**config.mk**
```make
export PLATFORM = sky130hd
export DESIGN_NAME = mem_arb_fill
export DESIGN_NICKNAME = d
export VERILOG_FILES = /design/src/rtl/mem_arb_pkg.sv /design/src/rtl/mem_fill_seq.sv /design/src/rtl/mem_arb_fill.sv
export SDC_FILE = /design/constraint.sdc
export NUM_CORES = 1
export LEC_CHECK = 0
export ABC_AREA = 0
export CAP_MARGIN = 20
export CORE_UTILIZATION = 35
export DETAILED_ROUTE_END_ITERATION = 8
export PLACE_DENSITY = 0.86
export SYNTH_ARGS = -nofsm -noshare
export SYNTH_HDL_FRONTEND = slang
export SYNTH_HIERARCHICAL = 1
export SYNTH_SLANG_ARGS = --single-unit
```
**constraint.sdc**
```tcl
create_clock -name clk -period 7.5 [get_ports clk]
set_input_delay 1.5 -clock clk [delete_from_list [all_inputs] [get_ports clk]]
set_output_delay 1.5 -clock clk [all_outputs]
set_load 0.01 [all_outputs]
```
**src/rtl/mem_arb_pkg.sv**
```systemverilog
// Shared types and constants for the unified-memory arbiter and block-fill sequencer.
package mem_arb_pkg;

  localparam int unsigned ADDR_W         = 16;
  localparam int unsigned DATA_W         = 16;
  localparam int unsigned WPB            = 8;
  localparam int unsigned IDX_W          = 3;
  localparam int unsigned BLOCK_OFF_BITS = 4;
  localparam int unsigned WORD_BYTES     = 2;

  typedef enum logic [1:0] {
    ST_IDLE  = 2'd0,
    ST_WRITE = 2'd1,
    ST_ISSUE = 2'd2,
    ST_DRAIN = 2'd3
  } state_e;

  typedef enum logic {
    OWN_I = 1'b0,
    OWN_D = 1'b1
  } owner_e;

  // Block-aligned base of a byte address.
  function automatic logic [ADDR_W-1:0] block_base(input logic [ADDR_W-1:0] addr);
    return {addr[ADDR_W-1:BLOCK_OFF_BITS], BLOCK_OFF_BITS'(0)};
  endfunction

endpackage

```
**src/rtl/mem_fill_seq.sv**
```systemverilog
// Block-fill sequencer: issue/receive counters, completion flags and base+2k
// address generation for one WPB-word fill.
module mem_fill_seq
  import mem_arb_pkg::*;
(
  input  logic              clk,
  input  logic              rst_n,
  input  logic              start,
  input  logic [ADDR_W-1:0] start_addr,
  input  logic              issuing,
  input  logic              receiving,
  input  logic              mem_data_valid,
  output logic [ADDR_W-1:0] issue_addr_c,
  output logic              issue_last_c,
  output logic              recv_fire_c,
  output logic              recv_last_c,
  output logic [IDX_W-1:0]  recv_idx
);

  logic [ADDR_W-1:0] base_q;
  logic [IDX_W-1:0]  issue_cnt_q;

  // Returns outside ISSUE/DRAIN are dropped here, so stale data never reaches a cache.
  assign recv_fire_c  = receiving && mem_data_valid;
  assign issue_last_c = issuing && (issue_cnt_q == IDX_W'(WPB - 1));
  assign recv_last_c  = recv_fire_c && (recv_idx == IDX_W'(WPB - 1));
  assign issue_addr_c = ADDR_W'(base_q + ADDR_W'(ADDR_W'(issue_cnt_q) * ADDR_W'(WORD_BYTES)));

  always_ff @(posedge clk or negedge rst_n) begin
    if (!rst_n) begin
      base_q      <= '0;
      issue_cnt_q <= '0;
      recv_idx    <= '0;
    end else if (start) begin
      base_q      <= block_base(start_addr);
      issue_cnt_q <= '0;
      recv_idx    <= '0;
    end else begin
      if (issuing)     issue_cnt_q <= issue_cnt_q + 1'b1;
      if (recv_fire_c) recv_idx    <= recv_idx + 1'b1;
    end
  end

endmodule

```
**src/rtl/mem_arb_fill.sv**
```systemverilog
// Shared main-memory arbiter: write-through first, then alternating I/D block
// fills streamed back into the owning cache.
module mem_arb_fill
  import mem_arb_pkg::*;
(
  input  logic              clk,
  input  logic              rst_n,
  input  logic              i_miss,
  input  logic [ADDR_W-1:0] i_miss_addr,
  input  logic              d_miss,
  input  logic [ADDR_W-1:0] d_miss_addr,
  input  logic              d_wr_req,
  input  logic [ADDR_W-1:0] d_wr_addr,
  input  logic [DATA_W-1:0] d_wr_data,
  output logic              d_wr_ack,
  output logic [ADDR_W-1:0] mem_addr,
  output logic [DATA_W-1:0] mem_data_in,
  output logic              mem_enable,
  output logic              mem_wr,
  input  logic [DATA_W-1:0] mem_data_out,
  input  logic              mem_data_valid,
  output logic [DATA_W-1:0] fill_data,
  output logic [IDX_W-1:0]  fill_word_idx,
  output logic              i_fill_we,
  output logic              d_fill_we,
  output logic              i_fill_done,
  output logic              d_fill_done,
  output logic              busy
);

  state_e            state_q, state_d;
  owner_e            owner_q, owner_d, last_owner_q;
  logic              start_c;
  logic [ADDR_W-1:0] start_addr_c;
  logic [ADDR_W-1:0] issue_addr_c;
  logic              issue_last_c, recv_fire_c, recv_last_c;
  logic [IDX_W-1:0]  recv_idx;
  logic              issuing_c, receiving_c;

  assign issuing_c   = (state_q == ST_ISSUE);
  assign receiving_c = issuing_c || (state_q == ST_DRAIN);

  mem_fill_seq u_fill_seq (
    .clk            (clk),
    .rst_n          (rst_n),
    .start          (start_c),
    .start_addr     (start_addr_c),
    .issuing        (issuing_c),
    .receiving      (receiving_c),
    .mem_data_valid (mem_data_valid),
    .issue_addr_c   (issue_addr_c),
    .issue_last_c   (issue_last_c),
    .recv_fire_c    (recv_fire_c),
    .recv_last_c    (recv_last_c),
    .recv_idx       (recv_idx)
  );

  always_ff @(posedge clk or negedge rst_n) begin
    if (!rst_n) begin
      state_q      <= ST_IDLE;
      owner_q      <= OWN_I;
      last_owner_q <= OWN_I;
    end else begin
      state_q <= state_d;
      owner_q <= owner_d;
      if (recv_last_c) last_owner_q <= owner_q;
    end
  end

  always_comb begin
    state_d       = state_q;
    owner_d       = owner_q;
    start_c       = 1'b0;
    start_addr_c  = i_miss_addr;
    d_wr_ack      = 1'b0;
    mem_addr      = '0;
    mem_data_in   = '0;
    mem_enable    = 1'b0;
    mem_wr        = 1'b0;
    fill_data     = '0;
    fill_word_idx = '0;
    i_fill_we     = 1'b0;
    d_fill_we     = 1'b0;
    i_fill_done   = 1'b0;
    d_fill_done   = 1'b0;
    busy          = (state_q != ST_IDLE);

    case (state_q)
      // Write-through wins; with both misses pending, serve whoever did not go last.
      ST_IDLE: begin
        if (d_wr_req) begin
          state_d = ST_WRITE;
        end else if (d_miss && (!i_miss || last_owner_q == OWN_I)) begin
          state_d      = ST_ISSUE;
          owner_d      = OWN_D;
          start_c      = 1'b1;
          start_addr_c = d_miss_addr;
        end else if (i_miss) begin
          state_d      = ST_ISSUE;
          owner_d      = OWN_I;
          start_c      = 1'b1;
          start_addr_c = i_miss_addr;
        end
      end
      ST_WRITE: begin
        mem_enable  = 1'b1;
        mem_wr      = 1'b1;
        mem_addr    = d_wr_addr;
        mem_data_in = d_wr_data;
        d_wr_ack    = 1'b1;
        state_d     = ST_IDLE;
      end
      ST_ISSUE: begin
        mem_enable = 1'b1;
        mem_addr   = issue_addr_c;
        if (issue_last_c) state_d = ST_DRAIN;
      end
      ST_DRAIN: begin
        state_d = ST_DRAIN;
      end
      default: state_d = ST_IDLE;
    endcase

    if (recv_fire_c) begin
      fill_data     = mem_data_out;
      fill_word_idx = recv_idx;
      i_fill_we     = (owner_q == OWN_I);
      d_fill_we     = (owner_q == OWN_D);
    end
    // Last word may land while still issuing if memory answers early.
    if (recv_last_c) begin
      i_fill_done = (owner_q == OWN_I);
      d_fill_done = (owner_q == OWN_D);
      state_d     = ST_IDLE;
    end
  end

endmodule

```
==> metrics.txt, run 1 <==
# TYPE chip_impl_metric gauge
chip_impl_info{name="outcome",value="finished, final reports clean"} 1
chip_impl_metric{name="die_w",unit="um"} 73.8
chip_impl_metric{name="final_max_slew_viol_count",unit=""} 0
chip_impl_metric{name="pin_count_of_the_biggest_net_entering_global_routing",unit=""} 35
chip_impl_metric{name="drt_iter0_drc",unit=""} 77
chip_impl_metric{name="required",unit="ns"} 6.00
chip_impl_info{name="timing.setup.critical_path_class",value="primary input to primary output"} 1
chip_impl_metric{name="viasPerCell",unit=""} 4.58
chip_impl_metric{name="pwr_density_cell",unit="nW/um^2"} 302
chip_impl_metric{name="syn-instance-count",unit=""} 179
chip_impl_metric{name="slew_headroom",unit=""} 0.308
chip_impl_metric{name="grt_overflow",unit=""} 0
chip_impl_metric{name="hold_viol",unit=""} 0
chip_impl_metric{name="antenna_found_initial",unit=""} 0
chip_impl_metric{name="critical_path.max_fanout",unit=""} 22
chip_impl_metric{name="num_vias",unit=""} 1710
chip_impl_metric{name="grt_util_all_layers",unit=""} 0.186
chip_impl_metric{name="synth_warnings",unit=""} 6
chip_impl_metric{name="row_count",unit=""} 25
chip_impl_metric{name="avgRoutedWirePerCell",unit="um"} 12.9
chip_impl_metric{name="final_min_period_over_clock_period",unit=""} 0.644
chip_impl_metric{name="whs",unit="ns"} 0.514
chip_impl_metric{name="starting_density_of_the_core",unit=""} 0.372
chip_impl_info{name="cts-root-buf",value="sky130_fd_sc_hd__clkbuf_8"} 1
chip_impl_metric{name="routability_congestion",unit=""} 0.723
chip_impl_metric{name="htree_levels",unit=""} 1
chip_impl_metric{name="final_antenna_net_count",unit=""} 0
chip_impl_metric{name="drive_gt1_frac",unit=""} 0.121
chip_impl_metric{name="syn-mean-instance-area",unit="um^2"} 10.1
chip_impl_metric{name="io_pins",unit=""} 145
chip_impl_metric{name="drt-pass1-iter-count",unit=""} 4
chip_impl_metric{name="count_of_buffers_from_port_buffering",unit=""} 136
chip_impl_metric{name="coreArea",unit="um^2"} 4850
chip_impl_metric{name="detail_route.drc_violations",unit=""} 0
chip_impl_metric{name="min_clock_period_post_route",unit="ns"} 4.83
chip_impl_metric{name="max-cap-violations",unit=""} 0
chip_impl_metric{name="maxClockFrequency",unit="GHz"} 0.207
chip_impl_metric{name="clk_latency",unit="ns"} 0.25
chip_impl_info{name="hold_class",value="flop to flop"} 1
chip_impl_metric{name="synth.net_count",unit=""} 273
chip_impl_info{name="end_kind",value="primary output"} 1
chip_impl_metric{name="routed_wirelength",unit="um"} 4820
chip_impl_metric{name="arrival",unit="ns"} 3.33
chip_impl_metric{name="fp.dieH",unit="um"} 73.8
chip_impl_metric{name="worst_setup_hold_path_clk_slew",unit="ns"} 0.07
chip_impl_metric{name="fp.dieArea",unit="um^2"} 5440
chip_impl_metric{name="peakVddDrop",unit="V"} 0.000171
chip_impl_metric{name="cts.path.max_buffers",unit=""} 2
chip_impl_metric{name="synth_area",unit="um^2"} 1800
chip_impl_info{name="cts_tree",value="done"} 1
chip_impl_metric{name="insertedDiodeCount",unit=""} 0
chip_impl_metric{name="cts_hold_buf",unit=""} 0
chip_impl_metric{name="grt_first_pass_wirelength",unit="um"} 7960
chip_impl_metric{name="via_count_of_the_first_global_routing_pass",unit=""} 1756
chip_impl_metric{name="setup_viol",unit=""} 0
chip_impl_metric{name="final.setup_skew",unit="ns"} 0.00225
chip_impl_metric{name="final.setup.tns",unit="ns"} 0
chip_impl_metric{name="post_cts_resized",unit=""} 0
chip_impl_metric{name="worst_slew_pin_slew",unit="ns"} 1.04
chip_impl_metric{name="cts_post_setup_buffers_inserted",unit=""} 0
chip_impl_metric{name="dp_hpwl",unit="um"} 3840
chip_impl_metric{name="power_leakage",unit="nW"} 1.33
chip_impl_metric{name="cts_inserted_buffers",unit=""} 3
chip_impl_info{name="critical_path.startpoint_type",value="primary input"} 1
chip_impl_info{name="grt_setup_unrepaired",value="false"} 1
chip_impl_metric{name="layout.nets",unit=""} 402
chip_impl_metric{name="area_delta_synth_final",unit="%"} 79.2
chip_impl_metric{name="cts_num_sinks",unit=""} 22
[power breakdown]
part / switching (mW) / leakage (nW) / internal, mW / total (mW)
registers: 0.0409 / 0.269 / 0.177 / 0.218
logic: 0.288 / 1.04 / 0.399 / 0.687
clock network: 0.0337 / 0.0216 / 0.0357 / 0.0693
total: 0.363 / 1.33 / 0.611 / 0.974
[placed cells by master (no fill, tap or decap), types with 4 or more instances in the layout]
| master | instances |
|---|---|
| sky130_fd_sc_hd__inv_1 | 4 |
| sky130_fd_sc_hd__clkdlybuf4s50_1 | 136 |
| sky130_fd_sc_hd__nor2_1 | 5 |
| sky130_fd_sc_hd__mux2_2 | 12 |
| sky130_fd_sc_hd__ha_1 | 8 |
| sky130_fd_sc_hd__dfrtp_1 | 22 |
| sky130_fd_sc_hd__and2_1 | 39 |
| sky130_fd_sc_hd__nor2b_1 | 20 |
| sky130_fd_sc_hd__a22oi_1 | 16 |
| sky130_fd_sc_hd__mux2_4 | 14 |
[layer usage]
metal  global-route usage  routed length [um]
met5                    0                   0
met3               0.0453                 334
met2                0.347                2470
met1                0.219                1990
met4               0.0256                  19
[flip-flops by register name, indices dropped and copies added (netlist names)]
| name | flops |
|---|---|
| u_fill_seq/recv_idx | 3 |
| state_q | 2 |
| u_fill_seq/issue_cnt_q | 3 |
| owner_q | 1 |
| u_fill_seq/base_q | 12 |
| last_owner_q | 1 |
[path summary, 6_finish.rpt]
check	endpoint	startpoint	slack, ns	depth (start not counted)
min reg2reg	last_owner_q$_DFFE_PN0P_	last_owner_q$_DFFE_PN0P_	0.51	1
min in group asynchronous	u_fill_seq/base_q[11]$_DFFE_PN0P_	rst_n	1.45	1
max	fill_data[1]	mem_data_valid	2.67	4
min	last_owner_q$_DFFE_PN0P_	last_owner_q$_DFFE_PN0P_	0.51	1
max reg2reg	u_fill_seq/recv_idx[0]$_DFFE_PN0P_	state_q[0]$_DFFE_PN0P_	4.99	5
max in group asynchronous	u_fill_seq/base_q[15]$_DFFE_PN0P_	rst_n	5.69	2
[cell type report]
cell class              instances  area (um^2)
clock buffers                   3         41.3
repair buffers                137         1390
well taps                      67         83.8
flip-flops and latches         22          551
multi-input cells             140         1150
inverters                       4         15.0
fillers                       408         1620
[critical path, stage by stage]
cell and delay (ns):
sky130_fd_sc_hd__clkdlybuf4s50_1 0.56, sky130_fd_sc_hd__and2_1 0.50, sky130_fd_sc_hd__and2_1 0.21, sky130_fd_sc_hd__clkdlybuf4s50_1 0.55
[per-stage QoR]
step,area [um^2],total power [mW],setup slack (ns),util,instances
3_5_place_dp,3160,0.908,2.66,0.652,369
3_3_place_gp,3160,0.892,2.69,0.652,369
6_report,3230,0.974,2.67,0.666,373
5_1_grt,3230,1.05,2.54,0.666,373
2_1_floorplan,1800,0.612,3.95,-,179
4_1_cts,3200,0.981,2.65,0.660,372
No activity file was read; power rests on OpenSTA's default activity.
==> inputs of run 2 (changes only) <==
CORE_UTILIZATION = 34   (was 35)
PLACE_DENSITY = 0.84   (was 0.86)
clock period = 5 ns   (was 7.5 ns; I/O delays follow)
==> run 2 against run 1 <==
Net effect: sequential share of layout area shrank 0.19 points; routed wire length is 3.5% higher; via count rose by 2.1%; clock power is 83% higher; combinational power grew 53%; core utilization down 2.7 points; sequential power rose by 49%; first-iteration DRC count shrank 16%; critical endpoint is now i_fill_we; largest power group unchanged; highest routed layer unchanged.
==> metrics.txt, run 2 (synthesis gave the netlist of run 1 again) <==
# TYPE chip_impl_metric gauge
chip_impl_metric{name="drt_iter0_drc",unit=""} 65
chip_impl_info{name="layout.cells.most_common_list",value="136 x sky130_fd_sc_hd__clkdlybuf4s50_1, 39 x sky130_fd_sc_hd__and2_1, 22 x sky130_fd_sc_hd__dfrtp_1, 20 x sky130_fd_sc_hd__nor2b_1, 16 x sky130_fd_sc_hd__a22oi_1"} 1
chip_impl_info{name="cts_tree",value="done"} 1
chip_impl_metric{name="power.total",unit="mW"} 1.50
chip_impl_metric{name="slew_headroom",unit=""} 0.286
chip_impl_metric{name="cts_inserted_buffers",unit=""} 3
chip_impl_info{name="grt_setup_unrepaired",value="false"} 1
chip_impl_metric{name="worst_slew_pin_slew",unit="ns"} 1.07
chip_impl_metric{name="cts.path.max_buffers",unit=""} 2
chip_impl_metric{name="num_vias",unit=""} 1746
chip_impl_metric{name="dp_hpwl",unit="um"} 3940
chip_impl_metric{name="avgRoutedWirePerCell",unit="um"} 13.2
chip_impl_info{name="biggestRegsByFlops",value="u_fill_seq/base_q: 12 flops, u_fill_seq/issue_cnt_q: 3 flops, u_fill_seq/recv_idx: 3 flops"} 1
chip_impl_metric{name="cts_post_setup_buffers_inserted",unit=""} 0
chip_impl_metric{name="pwr_density_cell",unit="nW/um^2"} 459
chip_impl_info{name="critical_path.startpoint_type",value="primary input"} 1
chip_impl_info{name="end_kind",value="primary output"} 1
chip_impl_metric{name="cts_num_sinks",unit=""} 22
chip_impl_metric{name="largest_reg_flops",unit=""} 12
chip_impl_metric{name="maxClockFrequency",unit="GHz"} 0.259
chip_impl_metric{name="antenna_found_initial",unit=""} 0
chip_impl_metric{name="fp.dieArea",unit="um^2"} 5590
chip_impl_metric{name="required",unit="ns"} 4.00
chip_impl_metric{name="grt_first_pass_wirelength",unit="um"} 7700
chip_impl_metric{name="starting_density_of_the_core",unit=""} 0.353
chip_impl_metric{name="count_of_buffers_from_port_buffering",unit=""} 136
chip_impl_metric{name="hold_viol",unit=""} 0
chip_impl_metric{name="final_min_period_over_clock_period",unit=""} 0.771
chip_impl_metric{name="detail_route.drc_violations",unit=""} 0
chip_impl_metric{name="final.setup_skew",unit="ns"} 0.00561
chip_impl_metric{name="final_design_area_no_fill",unit="um^2"} 3270
chip_impl_metric{name="insertedDiodeCount",unit=""} 0
chip_impl_metric{name="arrival",unit="ns"} 2.86
chip_impl_metric{name="die_w",unit="um"} 74.8
chip_impl_metric{name="final_antenna_net_count",unit=""} 0
chip_impl_metric{name="peakVddDrop",unit="V"} 0.000295
chip_impl_metric{name="routability_congestion",unit=""} 0.737
chip_impl_metric{name="worst_setup_hold_path_clk_slew",unit="ns"} 0.07
chip_impl_metric{name="max-cap-violations",unit=""} 0
chip_impl_info{name="cts-root-buf",value="sky130_fd_sc_hd__clkbuf_8"} 1
chip_impl_metric{name="routed_wirelength",unit="um"} 4990
chip_impl_metric{name="area_post_placement",unit="um^2"} 3170
chip_impl_info{name="outcome",value="finished, final reports clean"} 1
chip_impl_metric{name="post_cts_resized",unit=""} 0
chip_impl_info{name="register_with_the_most_flip_flops",value="u_fill_seq/base_q"} 1
chip_impl_metric{name="min_clock_period_post_route",unit="ns"} 3.86
chip_impl_info{name="hold_class",value="flop to flop"} 1
chip_impl_metric{name="htree_levels",unit=""} 1
chip_impl_metric{name="power_leakage",unit="nW"} 1.35
chip_impl_metric{name="cts_hold_buf",unit=""} 0
chip_impl_metric{name="layout.nets",unit=""} 404
chip_impl_metric{name="drt-pass1-iter-count",unit=""} 4
chip_impl_metric{name="via_count_of_the_first_global_routing_pass",unit=""} 1674
chip_impl_metric{name="coreArea",unit="um^2"} 5110
chip_impl_metric{name="setup_viol",unit=""} 0
chip_impl_metric{name="final.setup.tns",unit="ns"} 0
chip_impl_metric{name="area_delta_synth_final",unit="%"} 81.2
chip_impl_metric{name="pin_count_of_the_biggest_net_entering_global_routing",unit=""} 35
chip_impl_metric{name="viasPerCell",unit=""} 4.61
chip_impl_metric{name="fp.dieH",unit="um"} 74.8
chip_impl_metric{name="grt_util_all_layers",unit=""} 0.181
chip_impl_metric{name="io_pins",unit=""} 145
chip_impl_info{name="most_common_cell_after_layout_fill_and_taps_aside",value="sky130_fd_sc_hd__clkdlybuf4s50_1"} 1
chip_impl_metric{name="grt_overflow",unit=""} 0
chip_impl_metric{name="drive_gt1_frac",unit=""} 0.129
chip_impl_metric{name="clk_latency",unit="ns"} 0.26
chip_impl_metric{name="critical_path.max_fanout",unit=""} 22
chip_impl_info{name="timing.setup.critical_path_class",value="primary input to primary output"} 1
chip_impl_metric{name="row_count",unit=""} 26
chip_impl_metric{name="final_max_slew_viol_count",unit=""} 0
[run 2: changes by cell type in the layout (fill, tap and decap cells not counted), sizes merged]
| cell | previous run | this run |
|---|---|---|
| buf | 1 | 3 |
| clkbuf | 3 | 4 |
[run 2: worst paths after layout]
path / from / end / slack [ns] / cells past startpoint
setup / recovery: mem_data_valid / i_fill_we / 1.14 / 4
hold / removal: u_fill_seq/base_q[4]$_DFFE_PN0P_ / u_fill_seq/base_q[4]$_DFFE_PN0P_ / 0.52 / 1
setup reg to reg: state_q[0]$_DFFE_PN0P_ / u_fill_seq/base_q[6]$_DFFE_PN0P_ / 2.63 / 5
hold reg to reg: u_fill_seq/base_q[4]$_DFFE_PN0P_ / u_fill_seq/base_q[4]$_DFFE_PN0P_ / 0.52 / 1
max in group asynchronous: rst_n / u_fill_seq/base_q[9]$_DFFE_PN0P_ / 3.57 / 2
min in group asynchronous: rst_n / owner_q$_DFFE_PN0P_ / 1.02 / 1
[run 2: layout make-up]
| type | count | area, um^2 |
|---|---|---|
| fillers | 440 | 1840 |
| repair buffers | 139 | 1410 |
| multi-input cells | 140 | 1150 |
| flip-flops and latches | 22 | 551 |
| well taps | 70 | 87.6 |
| clock buffers | 4 | 55.1 |
| inverters | 4 | 15.0 |
[run 2: per-stage QoR]
stage / util / hold WS (ns) / worst slack [ns] / instances
final: 0.639 / 0.515 / 1.14 / 379
after global placement: 0.621 / 0.492 / 1.19 / 373
after detailed placement: 0.621 / 0.500 / 1.14 / 373
after CTS: 0.632 / 0.517 / 1.08 / 377
after floorplan: - / 0.481 / 2.03 / 179
after global routing: 0.639 / 0.541 / 0.999 / 379
[run 2: power by group]
group	internal (mW)	total (mW)	switching, mW
registers	0.265	0.325	0.0602
clock network	0.0701	0.127	0.0567
logic	0.608	1.05	0.439
[run 2: layer usage]
| metal | global-route usage | vias up | share of wire |
|---|---|---|---|
| li1 | - | 871 | - |
| met4 | 0.0398 | 0 | 0.012 |
| met2 | 0.336 | 59 | 0.53 |
| met5 | 0 | - | 0 |
| met1 | 0.214 | 810 | 0.41 |
| met3 | 0.0375 | 6 | 0.049 |
[run 2: worst max-delay path, stage by stage]
cell                              delay, ns
sky130_fd_sc_hd__clkdlybuf4s50_1       0.55
sky130_fd_sc_hd__and2_1                0.51
sky130_fd_sc_hd__nor2b_1               0.22
sky130_fd_sc_hd__clkdlybuf4s50_1       0.57
==> edit: new RTL, settings of run 1 <==
Change the package constant `ADDR_W` from 16 to 17.
--- a/src/rtl/mem_arb_pkg.sv
+++ b/src/rtl/mem_arb_pkg.sv
@@ -1,7 +1,7 @@
 // Shared types and constants for the unified-memory arbiter and block-fill sequencer.
 package mem_arb_pkg;
 
-  localparam int unsigned ADDR_W         = 16;
+  localparam int unsigned ADDR_W         = 17;
   localparam int unsigned DATA_W         = 16;
   localparam int unsigned WPB            = 8;
   localparam int unsigned IDX_W          = 3;
Interface: changed (resized d_miss_addr, d_wr_addr, i_miss_addr and mem_addr); port bits go from 145 to 149. No check against the original RTL was run, so the function may have changed too.
==> edit against run 1 <==
- synthesized cell count increased by 2.8%
- combinational power rose by 3.1%
- routed wire length up 7.6%
- worst setup slack improved by 260 ps
- via count rose by 6.1%
- total power up 3.6%
- cell area up 3.1%
- final cell count grew 3.8%
- area after synthesis increased by 2.2%
- worst hold slack better by 2.3 ps
- sequential cell count rose by 1
==> edit: results (changes against run 1) <==
* CTS resizes at 0 (unchanged)
* Psw at 0.375 mW (+3.4%)
* Registers with the most flip-flops: u_fill_seq/base_q (13), u_fill_seq/issue_cnt_q (3), u_fill_seq/recv_idx (3)
* Met2 wire length at 2760 um (+12%)
* Share of cells above drive strength 1 at 12.9% (+0.84 points)
* Leak Pwr at 1.36 nW (+2.3%)
* Final net count at 415 (+3.2%)
* Pre-CTS setup slack at 2930 ps (+270 ps)
* Post-DR wirelength/cell at 13.4 um (+3.7%)
* Total GRT Usage at 18.6% (-0.038 points)
* Clock latency at the later pin of the worst-skew pair at between 200 and 300 ps
* Fillers at 439 (+7.6%)
* Outcome: finished, final reports clean
* Largest net degree at the start of global routing at 36 (+2.9%)
* Met1 wire length at 2140 um (+7.5%)
* # diodes at 0 (unchanged)
* Worst Clk Skew at 0.768 ps (-1.49 ps)
* Least-Margin Pin Slew at 987 ps (-50.0 ps)
* H-tree Lvls at 1 (unchanged)
* I/O Buffers at 140 (+2.9%)
* CP max FO at 6 (-73%)
* Biggest register: u_fill_seq/base_q
* CP arrival at 3070 ps (-260 ps)
* Vias in the first global route at 1,759 (+0.17%)
* First-pass GRT wire length at 8020 um (+0.78%)
* Routability congestion estimate at 0.756 (+4.5%)
* Initial drt markers at 38 (-51%)
* Met3 WL at 276 um (-17%)
* HPWL after DPL at 4010 um (+4.5%)
* Peak VDD IR at 0.000139 V (-19%)
* Syn Nets at 281 (+2.9%)
* Vias/cell at 4.69 (+2.3%)
==> edit: area by class of cell <==
class	count	share of cell area, %
clock buffers	4	1.35
inverters	4	0.451
multi-input cells	144	35.3
flip-flops and latches	23	17.3
well taps	70	2.63
repair buffers	142	43.0
==> edit: final timing paths <==
check	to	from	slack, ps	depth (start not counted)
worst max-delay path	i_fill_done	mem_data_valid	2930	4
worst min-delay path	u_fill_seq/base_q[8]	u_fill_seq/base_q[8]	520	1
worst max register to register	last_owner_q	state_q[0]	5100	5
worst min register to register	u_fill_seq/base_q[8]	u_fill_seq/base_q[8]	520	1
max in group asynchronous	u_fill_seq/base_q[7]	rst_n	5490	2
min in group asynchronous	u_fill_seq/issue_cnt_q[0]	rst_n	1550	1
==> edit: power by group through the flow <==
stage	Sequential [mW]	Combinational, mW	Clock (mW)
finish	0.224	0.708	0.0780
global placement	0.224	0.690	0
detailed placement	0.227	0.704	0
floorplan	0.215	0.409	0
global route	0.233	0.772	0.0858
CTS	0.225	0.707	0.0804
==> edit: layer usage <==
layer  global-route usage [%]  up-vias
met5                        0        -
met1                     22.4      863
met2                     34.4       55
met4                     3.14        0
li1                         -      895
met3                     3.52        2
==> edit: through the flow <==
step | cells | area, um^2 | utilization, %
2_1_floorplan | 184 | 1840 | -
6_report | 387 | 3330 | 65.6
4_1_cts | 385 | 3300 | 65.0
3_3_place_gp | 381 | 3250 | 64.1
5_1_grt | 387 | 3330 | 65.6
3_5_place_dp | 381 | 3250 | 64.1
==> edit: critical path, stage by stage <==
cell and delay [ps]:
clkdlybuf4s50_1 560, and3_1 310, nor2b_1 160, clkdlybuf4s50_1 530
